### src/rtl/mul_arb_pkg.sv
// Shared definitions for the two-requester multiplier arbiter.
package mul_arb_pkg;

  localparam int MUL_WIDTH   = 32;
  localparam int MUL_TIMEOUT = 64;

  typedef enum logic [1:0] {
    ST_IDLE  = 2'd0,
    ST_START = 2'd1,
    ST_BUSY  = 2'd2,
    ST_RESP  = 2'd3
  } state_t;

endpackage

### src/rtl/mul_arbiter_rr.sv
// Two-input round-robin grant: a lone requester wins, a tie goes to the one not served last.
module rr_arbiter2 (
  input  logic valid0,
  input  logic valid1,
  input  logic last_grant,
  output logic gnt0,
  output logic gnt1
);

  assign gnt0 = valid0 & (~valid1 | last_grant);
  assign gnt1 = valid1 & (~valid0 | ~last_grant);

endmodule

### src/rtl/mul_arbiter.sv
// Shares one external shift multiplier between two requesters, with a done-timeout.
//   state | meaning
//   IDLE  | waiting for a request; the only state that grants
//   START | one-cycle mul_start pulse, timeout timer loaded
//   BUSY  | waiting for mul_done or timer expiry
//   RESP  | result presented to the grantee until it takes it
module mul_arbiter
  import mul_arb_pkg::*;
#(
  parameter int WIDTH   = MUL_WIDTH,
  parameter int TIMEOUT = MUL_TIMEOUT
) (
  input  logic               clk,
  input  logic               rst,
  input  logic               req0_valid,
  input  logic               req1_valid,
  output logic               req0_ready,
  output logic               req1_ready,
  input  logic [WIDTH-1:0]   req0_a,
  input  logic [WIDTH-1:0]   req0_b,
  input  logic [WIDTH-1:0]   req1_a,
  input  logic [WIDTH-1:0]   req1_b,
  output logic               rsp0_valid,
  output logic               rsp1_valid,
  input  logic               rsp0_ready,
  input  logic               rsp1_ready,
  output logic [2*WIDTH-1:0] rsp_product,
  output logic               rsp_err,
  output logic               mul_start,
  output logic [WIDTH-1:0]   mul_a,
  output logic [WIDTH-1:0]   mul_b,
  input  logic               mul_done,
  input  logic [2*WIDTH-1:0] mul_product
);

  localparam int TW = $clog2(TIMEOUT + 1);

  state_t        state;
  logic          last_grant;
  logic          grant_id;
  logic [TW-1:0] timer;
  logic          gnt0;
  logic          gnt1;
  logic          rsp_take;

  rr_arbiter2 u_rr (
    .valid0     (req0_valid),
    .valid1     (req1_valid),
    .last_grant (last_grant),
    .gnt0       (gnt0),
    .gnt1       (gnt1)
  );

  assign req0_ready = ~rst & (state == ST_IDLE) & gnt0;
  assign req1_ready = ~rst & (state == ST_IDLE) & gnt1;
  assign rsp_take   = grant_id ? rsp1_ready : rsp0_ready;

  always_ff @(posedge clk) begin
    if (rst) begin
      state       <= ST_IDLE;
      last_grant  <= 1'b1;
      grant_id    <= 1'b0;
      timer       <= '0;
      mul_start   <= 1'b0;
      mul_a       <= '0;
      mul_b       <= '0;
      rsp0_valid  <= 1'b0;
      rsp1_valid  <= 1'b0;
      rsp_product <= '0;
      rsp_err     <= 1'b0;
    end else begin
      case (state)
        ST_IDLE: begin
          if (gnt0 | gnt1) begin
            grant_id  <= gnt1;
            mul_a     <= gnt1 ? req1_a : req0_a;
            mul_b     <= gnt1 ? req1_b : req0_b;
            mul_start <= 1'b1;
            state     <= ST_START;
          end
        end
        ST_START: begin
          mul_start <= 1'b0;
          // Down-count: terminal count reached on the TIMEOUT-th BUSY cycle
          timer     <= TW'(TIMEOUT - 1);
          state     <= ST_BUSY;
        end
        ST_BUSY: begin
          if (mul_done || timer == '0) begin
            rsp_product <= mul_done ? mul_product : '0;
            rsp_err     <= ~mul_done;
            rsp0_valid  <= ~grant_id;
            rsp1_valid  <= grant_id;
            mul_a       <= '0;
            mul_b       <= '0;
            state       <= ST_RESP;
          end else begin
            timer <= timer - 1'b1;
          end
        end
        ST_RESP: begin
          if (rsp_take) begin
            last_grant  <= grant_id;
            rsp0_valid  <= 1'b0;
            rsp1_valid  <= 1'b0;
            rsp_product <= '0;
            rsp_err     <= 1'b0;
            state       <= ST_IDLE;
          end
        end
        default: state <= ST_IDLE;
      endcase
    end
  end

endmodule

### config.mk
export PLATFORM = sky130hd
export DESIGN_NAME = mul_arbiter
export DESIGN_NICKNAME = d
export VERILOG_FILES = /design/src/rtl/mul_arb_pkg.sv /design/src/rtl/mul_arbiter_rr.sv /design/src/rtl/mul_arbiter.sv
export SDC_FILE = /design/constraint.sdc
export NUM_CORES = 1
export LEC_CHECK = 0
export ABC_CLOCK_PERIOD_IN_PS = 6000
export CAP_MARGIN = 20
export CELL_PAD_IN_SITES_DETAIL_PLACEMENT = 0
export CELL_PAD_IN_SITES_GLOBAL_PLACEMENT = 1
export CORE_ASPECT_RATIO = 0.75
export CORE_MARGIN = 2
export CORE_UTILIZATION = 30
export DETAILED_ROUTE_END_ITERATION = 6
export GPL_TIMING_DRIVEN = 0
export PLACE_DENSITY_LB_ADDON = 0.1
export SYNTH_ARGS = -nofsm -noshare
export SYNTH_HDL_FRONTEND = slang
export SYNTH_SLANG_ARGS = --single-unit
### constraint.sdc
create_clock -name clk -period 6 [get_ports clk]
set_clock_uncertainty 0.15 [all_clocks]
set_input_delay 1.2 -clock clk [delete_from_list [all_inputs] [get_ports clk]]
set_output_delay 1.2 -clock clk [all_outputs]
set_load 0.01 [all_outputs]
* After elaboration in Yosys (flattened, before gate mapping)
Cells that the tools add are included.
** Storage, ports and cells
- Register bits after elaboration :: 143
- Bits of input ports :: 199
- Output and inout bits :: 134
- Word-level logic and storage cells :: 74
** Operators by class
- $add $sub $neg :: 1
- Equality and inequality tests :: 7
- Muxes and demuxes :: 27
- Bitwise operators :: 14
- Reduce and logical (&&, ||, !) cells :: 14
** Operator list (count)
- 64-bit two-way mux :: 3
- 32-bit two-way mux :: 5
- 32-bit case mux with 2 select lines :: 2
- 64-bit case mux with 2 select lines :: 1
- 7-bit case mux with 2 select lines :: 1
- 3-bit AND reduction :: 3
- 1-bit case mux with 2 select lines :: 4
- 2-bit case mux with 4 select lines :: 1
- 2-bit AND reduction :: 4
- 2-bit nonzero test :: 4
- 7-bit zero test :: 1
- 7-bit two-way mux :: 1
- 7-bit by 1-bit subtractor with 7-bit output, second input constant :: 1
- 1-bit two-way mux :: 6
- 2-bit two-way mux :: 3
- 2-bit != test, second input constant :: 3
- 1-bit inverter :: 6
- 1-bit AND :: 5
- 2-bit == test, second input constant :: 2
- 1-bit bitwise OR :: 3
- 2-bit by 1-bit == test with 1-bit output, second input constant :: 1
- 2-bit zero test :: 1
- 2-bit by 1-bit != test with 1-bit output, second input constant :: 1
- 1-bit logical OR :: 1

* Depth between registers and ports, before layout
Gate-level depths: netlist (run 1).
- Depth in word-level cells :: 6
- Mapped depth :: 8
- Gate-level depth less buffers :: 6

* Hierarchy
Synthesis (run 1) repeated with hierarchy kept, for this count alone.
** Second synthesis, totals
- Cell total of the unflattened synthesis :: 744
- Area total of the unflattened synthesis :: 6726.5 um2
** By module, submodules not included
- mul_arbiter :: instances 1, cells each 741, area each 6707.7 um2, sequential area each 2862.7 um2
- rr_arbiter2 :: instances 1, cells each 3, area each 18.8 um2, sequential area each 0.0 um2

* Least setup slack after synthesis (run 1)
No wires, ideal clock.
- Kind :: input -> output
- From :: in req1_valid
- To :: out req1_ready
- Arrival :: 1998 ps
- Required time :: 4650 ps
- Setup slack :: 2652 ps
- Stages :: 4
- Buffers on the path :: 2
- Path through :: a21boi_1 > buf_4 > buf_4 > and3_1
** Between the ends
- Word-level cells in the longest chain between the ends :: 2
** RTL lines
- from (decl) :: RTL line mul_arbiter.sv:16 : input logic req1_valid,
- 1-bit AND :: RTL line mul_arbiter_rr.sv:11 : assign gnt1 = valid1 & (~valid0 | ~last_grant);
- 1-bit AND :: RTL line mul_arbiter.sv:55 : assign req1_ready = ~rst & (state == ST_IDLE) & gnt1;
- to (decl) :: RTL line mul_arbiter.sv:18 : output logic req1_ready,
No other way between the ends.

* Worst setup path after layout (run 1)
Ends and elaborated chain as after synthesis.

==> run metrics, run 1 <==
chip width=167 um; Max Fclk=212 MHz; global-route wire length before repair=33600 um; max_slew headroom=54.9%; crit path kind=in2out; most frequent cell after synthesis=dfxtp_1; Initial Utilization=30.7%; initial antenna violation count=0; design area=10200 sq um; Async S/R FF share, synth=0%; routed via count=5986; critical path capture point type=output pin; CTS clk-pin slew, worst paths=0.06 ns; GRT overflow=0; Critical Path RT=4.65 ns; period utilization=78.6%; Syn Nets=807; Setup violations, final=0; Cell variety after synth=46; dpl hpwl=16700 um; # diodes=0; Hold Violations, Final=0; CP Launch Type=input pin; CTS tree=built; root buf cell=clkbuf_16; minimum clock period=4.71 ns; worst vdd ir=190 uV; Final #Nets=1157; Synth top area share=47.8%; #FFs+latches synth=143; DIE AREA=21100 sq um; Max Slew Vio Count=0; Worst Tran Pin Value=0.677 ns; Avg Inst Size Synth=9.95 sq um; IO buf count=331; violated checks=DRC; post-synth top area cell=dfxtp_1; Fin Setup TNS=0 ns; crit-path max FO=10; vias in the first global route=6254; largest net degree at the start of global routing=17; RSZ-0062 raised after global routing=false; min-delay worst type=reg2reg; 1st-iter DRT viols=290; Max Root-Sink Buffers=2; Initial DRT Pass Iterations=7; Avg WL per Cell=17.7 um; top cells by area, synth=dfxtp_1, mux2i_1, a22o_1; num rows=44; share of layout cells above drive strength 1=6.11%; Core ar.=19500 sq um; Cell Area, Synth=5990 sq um; clk sinks=143; LEAKAGE=3.75 nW; Post-CTS Setup Inserts=0; Placer Congestion=0.772; Layout area overhead=70.0%; Primary FF master, synth=dfxtp_1; DRC=11; total power divided by cell area=401 nW/um^2; I/O pin count=333; hold buffer count at cts=0; WP data arrival=3.36 ns; number of synthesized flops with an enable pin=0; post-cts sizing count=0; Synth Warn #=0; Area after DPL=9620 sq um; cell total after placement=1186; Vias/cell=4.91; clk_lat worst skew=0.42 ns; maxcap violations=0; total track usage=20.1%; sequential-to-total area share from yosys stat=47.8%; status=finished with violations; die height=126 um; FILL cells=1785; post-route ant nets=0; post-synthesis cell count=602; Synth top cells by count=dfxtp_1, a21oi_1, o21ai_0; htree depth=4; hold_ws=0.319 ns; Final Non-Filler Cells=1218; CTS buffer count=17; Routed WL=21500 um
-- registers in the layout, indices dropped and copies added (netlist names) --
signal / flops
rsp_product: 64
mul_a: 32
mul_b: 32
timer: 7
state: 2
grant_id: 1
last_grant: 1
mul_start: 1
rsp0_valid: 1
rsp1_valid: 1
rsp_err: 1
-- final timing paths --
kind              cells after the start                      to             startpoint  slack (ns)
setup / recovery                      6              req1_ready             req1_valid        1.29
hold / removal                        2   mul_b[4]$_SDFFE_PP0P_  mul_b[4]$_SDFFE_PP0P_        0.32
setup reg to reg                      8  mul_a[27]$_SDFFE_PP0P_  state[1]$_SDFFE_PP0P_        3.50
hold reg to reg                       2   mul_b[4]$_SDFFE_PP0P_  mul_b[4]$_SDFFE_PP0P_        0.32
-- placed cells by master, fill, tap and decap left out, drive strengths merged, types with 2 or more instances in the layout --
| master | n |
|---|---|
| inv | 17 |
| o41ai | 4 |
| dfxtp | 143 |
| a211oi | 3 |
| clkbuf | 58 |
| o211ai | 3 |
| a22o | 64 |
| and3 | 3 |
| nor2 | 7 |
| nor3 | 5 |
| clkdlybuf4s50 | 331 |
| ha | 6 |
| nand2 | 4 |
| mux2i | 65 |
| buf | 19 |
| mux2 | 2 |
| a311oi | 2 |
| clkinvlp | 4 |
| a21oi | 69 |
| o21ai | 72 |
| or3 | 64 |
| o21a | 3 |
-- final cells by class --
cell class	count	area (sq um)	share of cell area, %
Tap cell	253	317	3.11
Sequential cell	143	2860	28.1
Buffer	59	310	3.05
Multi-Input combinational cell	392	2790	27.4
Clock buffer	18	439	4.31
Timing Repair Buffer	331	3310	32.5
Clock inverter	14	121	1.19
Inverter	8	30.0	0.295
-- power breakdown --
group / total [mW] / switching [mW] / internal, mW
Sequential: 1.31 / 0.134 / 1.18
Clock: 1.02 / 0.465 / 0.556
Combinational: 1.75 / 0.889 / 0.859
-- cells by family after synthesis --
family | synth area share (%)
flops | 47.8
buf+inv | 5.68
fa+ha+maj | 1.25
compound gates | 24.7
simple gates | 9.34
mux | 11.2
-- layer usage --
layer / vias to the layer above / wire [um] / track usage [%]
li1: 2939 / - / -
met1: 2848 / 9180 / 24.1
met2: 179 / 10600 / 35.0
met3: 20 / 1360 / 6.15
met4: 0 / 356 / 5.68
met5: - / 0 / 0
-- through the flow --
step	power (mW)	setup WS, ns	util [%]
5_1_grt	4.34	1.22	52.2
3_5_place_dp	3.08	1.29	49.4
3_3_place_gp	3.04	1.29	49.4
2_1_floorplan	2.24	2.65	-
6_report	4.08	1.29	52.2
4_1_cts	4.12	1.28	52.2
-- critical path, cell delays in order --
cell and delay, ns:
clkdlybuf4s50_1 0.52, a21boi_1 0.37, buf_4 0.29, buf_4 0.25
and3_1 0.20, clkdlybuf4s50_1 0.53
Power figures use the tool's default switching activity.
==> run 2: changes to the inputs <==
--- a/config.mk
+++ b/config.mk
@@ -5,13 +5,13 @@
 export SDC_FILE = /design/constraint.sdc
 export NUM_CORES = 1
 export LEC_CHECK = 0
-export ABC_CLOCK_PERIOD_IN_PS = 6000
+export ABC_CLOCK_PERIOD_IN_PS = 4450
 export CAP_MARGIN = 20
 export CELL_PAD_IN_SITES_DETAIL_PLACEMENT = 0
 export CELL_PAD_IN_SITES_GLOBAL_PLACEMENT = 1
 export CORE_ASPECT_RATIO = 0.75
 export CORE_MARGIN = 2
-export CORE_UTILIZATION = 30
+export CORE_UTILIZATION = 28
 export DETAILED_ROUTE_END_ITERATION = 6
 export GPL_TIMING_DRIVEN = 0
 export PLACE_DENSITY_LB_ADDON = 0.1
==> constraint.sdc (replaced) <==
create_clock -name clk -period 4.45 [get_ports clk]
set_clock_uncertainty 0.15 [all_clocks]
set_input_delay 0.89 -clock clk [delete_from_list [all_inputs] [get_ports clk]]
set_output_delay 0.89 -clock clk [all_outputs]
set_load 0.01 [all_outputs]
==> run metrics, run 2 (synthesis results as in run 1) <==
Avg WL per Cell=17.4 um (-1.3%); Max Slew Vio Count=0 (unchanged); Vias/cell=4.72 (-4.0%); R2R depth=8 (unchanged); CTS clk-pin slew, worst paths=0.07 ns (about the same); post-layout power=5.50 mW (+35%); share of layout cells above drive strength 1=6.11% (unchanged); setup slack, reg-to-reg=1.96 ns (-1.54 ns); die height=131 um (+3.4%); Placer Congestion=0.740 (-4.1%); CP Launch Type=input pin; LEAKAGE=3.75 nW (about the same); clk sinks=143 (unchanged); WP data arrival=3.05 ns (-0.31 ns); DRC=0 (-11); vias in the first global route=5789 (-7.4%); GRT overflow=0 (unchanged); max_slew headroom=56.6% (+1.8 points); crit path kind=in2out; min-delay worst type=reg2reg; num rows=46 (+4.5%); worst vdd ir=329 uV (+73%); CTS buffer count=17 (unchanged); IO buf count=331 (unchanged); Core ar.=21100 sq um (+8.1%); global-route wire length before repair=32900 um (-2.1%); hold buffer count at cts=0 (unchanged); Max Root-Sink Buffers=2 (unchanged); worst hold path depth=2 (unchanged); Setup violations, final=0 (unchanged); DIE AREA=22600 sq um (+6.9%); Hold Violations, Final=0 (unchanged); Routed WL=21800 um (+1.5%); total track usage=18.7% (-1.4 points); minimum clock period=4.09 ns; maxcap violations=0 (unchanged); number of flip-flops in the largest register=64 (unchanged); reg2reg start=state[0]$_SDFFE_PP0P_; total power divided by cell area=538 nW/um^2 (+34%); initial antenna violation count=0 (unchanged); Post-CTS Setup Inserts=0 (unchanged); Fin Setup TNS=0 ns (unchanged); largest net degree at the start of global routing=17 (unchanged); biggest regs=rsp_product x64, mul_a x32, mul_b x32; critical path capture point type=output pin; dpl hpwl=16600 um (-0.31%); post-cts sizing count=0 (unchanged); htree depth=4 (unchanged); Final #Nets=1157 (unchanged); final core occ=48.5% (-3.7 points); Critical Path RT=3.41 ns (-1.24 ns); RSZ-0062 raised after global routing=false; CTS tree=built; routed via count=5913 (-1.2%); Initial DRT Pass Iterations=4 (-3); Layout area overhead=70.7%; chip width=173 um (+3.4%); # diodes=0 (unchanged); 1st-iter DRT viols=291 (+0.34%); root buf cell=clkbuf_16; period utilization=92.0%; Worst Tran Pin Value=0.651 ns (-0.0263 ns); Initial Utilization=28.4% (-2.3 points); r2r endpoint=mul_a[21]$_SDFFE_PP0P_; most frequent cells in the layout=clkdlybuf4s50_1, dfxtp_1, a21oi_1, o21ai_0, mux2i_1; clk_lat worst skew=0.41 ns (about the same); I/O pin count=333 (unchanged); hold path start=mul_a[1]$_SDFFE_PP0P_; worst hold endpoint=mul_a[1]$_SDFFE_PP0P_; crit-path max FO=10 (unchanged); most common cell after layout, fill and taps aside=clkdlybuf4s50_1; Max Fclk=244 MHz; post-route ant nets=0 (unchanged); Reg with most FFs=rsp_product; status=finished clean
==> run 2: per-layer routing <==
metal  vias to the layer above  GRT usage, %  routed length (um)
li1                       2953             -                   -
met1                      2767          24.5               10000
met2                       177          29.6               10100
met3                        16          6.31                1490
met4                         0          5.08                 259
met5                         -             0                   0
==> run 2: through the flow <==
| stage | hold slack (ns) | std cells | setup slack [ns] | instance area, sq um |
|---|---|---|---|---|
| 6_report | 0.321 | 1253 | 0.357 | 10200 |
| 5_1_grt | 0.336 | 1253 | 0.222 | 10200 |
| 4_1_cts | 0.322 | 1253 | 0.314 | 10200 |
| 3_5_place_dp | 0.306 | 1221 | 0.319 | 9660 |
| 3_3_place_gp | 0.307 | 1221 | 0.339 | 9660 |
| 2_1_floorplan | 0.303 | 602 | 1.72 | 5990 |
==> run 2: area by class of cell <==
cell class	instances	area (sq um)
plain buffers	59	310
clock buffers	18	439
clock inverters	14	120
fillers	2011	10800
inverters	8	30.0
multi-input cells	392	2790
flip-flops and latches	143	2860
well taps	288	360
repair buffers	331	3310
==> run 2: worst max path at each step <==
stage                from         end  slack, ns
3_5_place_dp   req1_valid  req1_ready       0.32
4_1_cts        req1_valid  req1_ready       0.31
2_1_floorplan  req1_valid  req1_ready       1.72
5_1_grt        req0_valid  req1_ready       0.22
3_3_place_gp   req1_valid  req1_ready       0.34
6_report       req1_valid  req1_ready       0.36
==> run 2: where the power goes <==
group | switching [mW] | internal, mW | total [mW]
sequential | 0.173 | 1.59 | 1.76
combinational | 1.21 | 1.16 | 2.36
clock | 0.628 | 0.748 | 1.38
total | 2.01 | 3.50 | 5.50
==> run 2: worst max-delay path: stages <==
cell and delay, ns:
clkdlybuf4s50_1 0.52, a21boi_1 0.35, buf_4 0.31, buf_4 0.25, and3_1 0.17, clkdlybuf4s50_1 0.54
==> run 3: changes to the inputs <==
--- a/config.mk
+++ b/config.mk
@@ -11,9 +11,11 @@
 export CELL_PAD_IN_SITES_GLOBAL_PLACEMENT = 1
 export CORE_ASPECT_RATIO = 0.75
 export CORE_MARGIN = 2
-export CORE_UTILIZATION = 28
+export CORE_UTILIZATION = 29
+export CTS_BUF_LIST = sky130_fd_sc_hd__clkbuf_4
 export DETAILED_ROUTE_END_ITERATION = 6
 export GPL_TIMING_DRIVEN = 0
+export HOLD_SLACK_MARGIN = 0.1
 export PLACE_DENSITY_LB_ADDON = 0.1
 export SYNTH_ARGS = -nofsm -noshare
 export SYNTH_HDL_FRONTEND = slang
==> run metrics, run 3 (synthesis results as in run 1) <==
routed via count=5848 (-1.1%); Reg with most FFs=rsp_product; Worst Tran Pin Value=0.654 ns (+0.00292 ns); crit path from=req1_valid; post-cts sizing count=0 (unchanged); I/O pin count=333 (unchanged); FILL cells=1977 (-1.7%); WP data arrival=3.06 ns (about the same); share of layout cells above drive strength 1=6.01% (-0.10 points); Avg WL per Cell=17.5 um (+0.23%); reg2reg start=state[1]$_SDFFE_PP0P_; root buf cell=clkbuf_4; die height=128 um (-1.7%); LEAKAGE=3.62 nW (-3.6%); CP Launch Type=input pin; total track usage=19.1% (+0.37 points); Max Root-Sink Buffers=2 (unchanged); global-route wire length before repair=32400 um (-1.6%); Vias/cell=4.78 (+1.2%); number of flip-flops in the largest register=64 (unchanged); Placer Congestion=0.743 (+0.47%); minimum clock period=4.10 ns (+0.00660 ns); htree depth=4 (unchanged); Initial Utilization=29.5% (+1.1 points); num rows=45 (-2.2%); max_slew headroom=56.4% (-0.19 points); hold_ws=0.334 ns (+0.0126 ns); crit-path max FO=10 (unchanged); chip width=170 um (-1.7%); initial antenna violation count=2 (+2); Initial DRT Pass Iterations=4 (unchanged); Layout area overhead=64.9%; min-delay worst type=reg2reg; largest net degree at the start of global routing=17 (unchanged); Routed WL=21400 um (-2.1%); crit path kind=in2out; critical path capture point type=output pin; Hold Violations, Final=0 (unchanged); most frequent cells in the layout=clkdlybuf4s50_1, dfxtp_1, a21oi_1, o21ai_0, mux2i_1; Slowest-stage cell, CP=clkdlybuf4s50_1; Seq. cell area=2860 sq um (unchanged); period utilization=92.1% (+0.15 points); DRC=0 (unchanged); Post-CTS Setup Inserts=0 (unchanged); most common cell after layout, fill and taps aside=clkdlybuf4s50_1; RSZ-0062 raised after global routing=false; slowest stage delay, CP=0.55 ns (about the same); post-route ant nets=0 (unchanged); Core ar.=20300 sq um (-3.8%); Final Non-Filler Cells=1224 (-2.3%); 1st-iter DRT viols=307 (+5.5%); maxcap violations=0 (unchanged); Max Slew Vio Count=0 (unchanged); Setup violations, final=0 (unchanged); CTS tree=built; Critical Path RT=3.41 ns (about the same); status=finished clean; CTS buffer count=17 (unchanged); cell breakdown of the critical path=clkdlybuf4s50_1, a21boi_1, buf_4, buf_4, and3_1, clkdlybuf4s50_1; area of the multi-input gates=2790 sq um (unchanged); clk_lat worst skew=0.54 ns (+0.13 ns); GRT overflow=0 (unchanged); Final #Nets=1157 (unchanged); hold path start=mul_a[1]$_SDFFE_PP0P_; hold buffer count at cts=0 (unchanged); vias in the first global route=5858 (+1.2%); clk sinks=143 (unchanged); CTS clk-pin slew, worst paths=0.12 ns (+0.05 ns); total power divided by cell area=497 nW/um^2 (-7.6%); dpl hpwl=16100 um (-3.4%); worst vdd ir=197 uV (-40%); cell total after placement=1191 (-2.5%); Max Fclk=244 MHz (-0.16%); IO buf count=331 (unchanged); biggest regs=rsp_product x64, mul_a x32, mul_b x32; Fin Setup TNS=0 ns (unchanged); DIE AREA=21800 sq um (-3.4%)
## run 3: cell types whose count changed in the layout (fill, tap and decap cells not counted), sizes merged
cell | before | now
clkbuf | 58 | 57
clkinv | 3 | 4
diode | 0 | 1
## run 3: worst max-delay path: cells and delay by family
kind / cells / cell delay (ns)
compound gates: 1 / 0.38
buf+inv: 4 / 1.62
simple gates: 1 / 0.17
## run 3: routing by layer
layer / vias up / GRT usage [%] / routed length, um
met4: 0 / 4.88 / 289
met1: 2700 / 24.7 / 9710
li1: 2944 / - / -
met2: 181 / 30.6 / 9860
met3: 23 / 6.58 / 1530
met5: - / 0 / 0
## run 3: through the flow
| step | worst slack, ns | utilization, % | instance area [sq um] | power, mW |
|---|---|---|---|---|
| finish | 0.351 | 48.7 | 9880 | 4.91 |
| global route | 0.242 | 48.7 | 9880 | 5.29 |
| CTS | 0.332 | 48.7 | 9880 | 4.98 |
| detailed placement | 0.337 | 47.5 | 9630 | 4.17 |
| global placement | 0.340 | 47.5 | 9630 | 4.17 |
| floorplan | 1.72 | - | 5990 | 3.02 |
## run 3: where the power goes
group	total [mW]	internal (mW)	switching, mW
combinational	2.37	1.16	1.22
clock	0.780	0.237	0.542
sequential	1.76	1.59	0.170
## run 3: worst paths after layout
check | to | cells past startpoint | slack [ns]
setup / recovery | req1_ready | 6 | 0.35
hold / removal | mul_a[1]$_SDFFE_PP0P_ | 2 | 0.33
setup reg to reg | mul_a[12]$_SDFFE_PP0P_ | 8 | 1.92
hold reg to reg | mul_a[1]$_SDFFE_PP0P_ | 2 | 0.33
## run 3: layout make-up
type | count | share of cell area (%)
antenna | 1 | 0.0253
inverter | 8 | 0.304
tap | 258 | 3.27
sequential | 143 | 29.0
clock buffer | 17 | 1.29
multi-input combinational | 392 | 28.2
timing repair buffer | 331 | 33.5
clock inverter | 15 | 1.25
buffer | 59 | 3.14
==> variant, RTL diff (settings of run 3) <==
Re-encode `state_t` (4 states) as one-hot, 4 bits wide.
--- a/src/rtl/mul_arb_pkg.sv
+++ b/src/rtl/mul_arb_pkg.sv
@@ -4,11 +4,11 @@
   localparam int MUL_WIDTH   = 32;
   localparam int MUL_TIMEOUT = 64;
 
-  typedef enum logic [1:0] {
-    ST_IDLE  = 2'd0,
-    ST_START = 2'd1,
-    ST_BUSY  = 2'd2,
-    ST_RESP  = 2'd3
+  typedef enum logic [3:0] {
+    ST_IDLE  = 4'b0001,
+    ST_START = 4'b0010,
+    ST_BUSY  = 4'b0100,
+    ST_RESP  = 4'b1000
   } state_t;
 
 endpackage
Check against the original RTL: no difference found for any inputs over 4 cycles, from zero or initial values and one cycle with rst high; so few cycles prove little.
==> variant against run 3 <==
- first-iteration DRC count rose by 3.9%
- cell area barely moved
- routed wire length fell by 2.7%
- setup slack got worse by 0.036 ns
- global-route usage barely moved
- maximum frequency fell by 0.88%
- sequential cell count rose by 2
- via count rose by 4.3%
- synthesized area fell by 0.48%
- die area fell by 0.47%
- critical path type unchanged
- critical endpoint unchanged
Power is not compared: it rests on default switching activity, and its combinational part moved more than twofold at a synthesized area within 25%.
==> variant: results (changes against run 3) <==
Status
  – Status: finished, final reports clean (unchanged)

Finish
  – Biggest regs: rsp_product (64), mul_a (32), mul_b (32) (unchanged)
  – Fraction of layout cells with a size suffix above 1: 12.6% (was 6.01%)
  – Final nets: 1,154 (was 1,157)

Routing
  – DRT iter0 DRCs: 319 (was 307)
  – Vias: 6,102 (was 5,848)
  – Max layer used: met4 (unchanged)
  – DR WL met2: 9.89 mm (was 9.86 mm)
  – Wirelength per Cell: 17.0 um (was 17.5 um)
  – Met3 WL post-DR: 1.53 mm (about the same)
  – WL met1: 9.12 mm (was 9.71 mm)
  – Vias per inst: 4.98 (was 4.78)

Power and ir drop
  – Tot Pwr: 0.00321 W
  – Net Switching: 0.00102 W
  – P_clk: 0.000833 W
  – Lkg Pwr: 3.52 nW

Logic synthesis
  – Post-synthesis sequential area ratio: 48.7% (was 47.8%)
  – Top cells by count, synth: 145 x dfxtp_1, 72 x a21oi_1, 66 x mux2_2, 66 x nand3_1, 64 x o21ai_1 (was 143 x dfxtp_1, 68 x a21oi_1, 67 x o21ai_0)
  – Syn nets: 804 (was 807)
  – Yosys cell types: 44 (was 46)
  – Synth area leaders: dfxtp_1 49%, mux2_2 12%, a22o_1 9.1% (was dfxtp_1 48%, mux2i_1 11%, a22o_1 9.4%)
  – YS warnings: 0 (unchanged)
  – Async set-reset flop share out of synthesis: 0% (unchanged)
  – Cell count after synthesis: 604 (was 602)

CTS
  – CTS Buffer Depth: 2 (unchanged)
  – Worst-skew pair later-pin latency: 0.52 ns (was 0.54 ns)
  – Htree depth: 4 (unchanged)
  – Clock root cell: clkbuf_4 (unchanged)
  – Quantity of gates resized following cts: 1 (was 0)
  – Setup Buffers After CTS: 0 (unchanged)
  – TritonCTS Buffers: 17 (unchanged)
  – Worst-path clk slew: 0.12 ns (about the same)

Critical path
  – Crit path DAT: 3.10 ns (was 3.06 ns)
  – Max FO, Critical Path: 19 (was 10)
  – CP peak stage delay: 0.58 ns (was 0.55 ns)

Global route
  – Vias in the first global route: 6,355 (was 5,858)
  – Global-route wire length before repair: 32.8 mm (was 32.4 mm)
  – Met2 usage: 31.8% (was 30.6%)
  – Met1 global-route usage: 23.5% (was 24.7%)
  – Total track usage: 19.0% (was 19.1%)
  – Met3 Use GR: 6.30% (was 6.58%)
  – Largest net degree at the start of global routing: 20 (was 17)
  – Initial antenna violation count: 1 (was 2)

Place
  – GP Congestion: 0.744 (was 0.743)
  – Area after DPL: 9600 um^2 (was 9630 um^2)
  – DP HPWL: 16.0 mm (was 16.1 mm)
  – Pre-CTS setup slack: -0.356 ns (was 0.337 ns)

Timing
  – Rel. slew slack: 45.6% (was 56.4%)
[variant: kinds of logic (layout without fill, tap and decap cells)]
kind of cell | Yosys count | after routing | synth area share [%]
flops | 145 | 145 | 48.7
mux | 69 | 69 | 13.2
simple gates | 108 | 108 | 10.1
buf+inv | 61 | 424 | 4.43
fa+ha+maj | 1 | 1 | 0.210
other cells | 0 | 1 | 0
xor+xnor | 1 | 1 | 0.147
compound gates | 219 | 219 | 23.3
[variant: final timing paths]
kind,from,endpoint,slack (ns),cells after the start
max,req1_valid,req1_ready,0.31,5
min,timer[6],timer[6],0.33,1
min reg2reg,timer[6],timer[6],0.33,1
max reg2reg,state[2],mul_a[9],1.75,6
[variant: cell type report]
class / instances / area (um^2)
sequential: 145 / 2900
buffer: 57 / 253
timing repair buffer: 332 / 3320
clock inverter: 15 / 146
antenna: 1 / 2.50
inverter: 3 / 11.3
clock buffer: 17 / 128
tap: 258 / 323
fill: 1882 / 10300
multi-input combinational: 398 / 2790
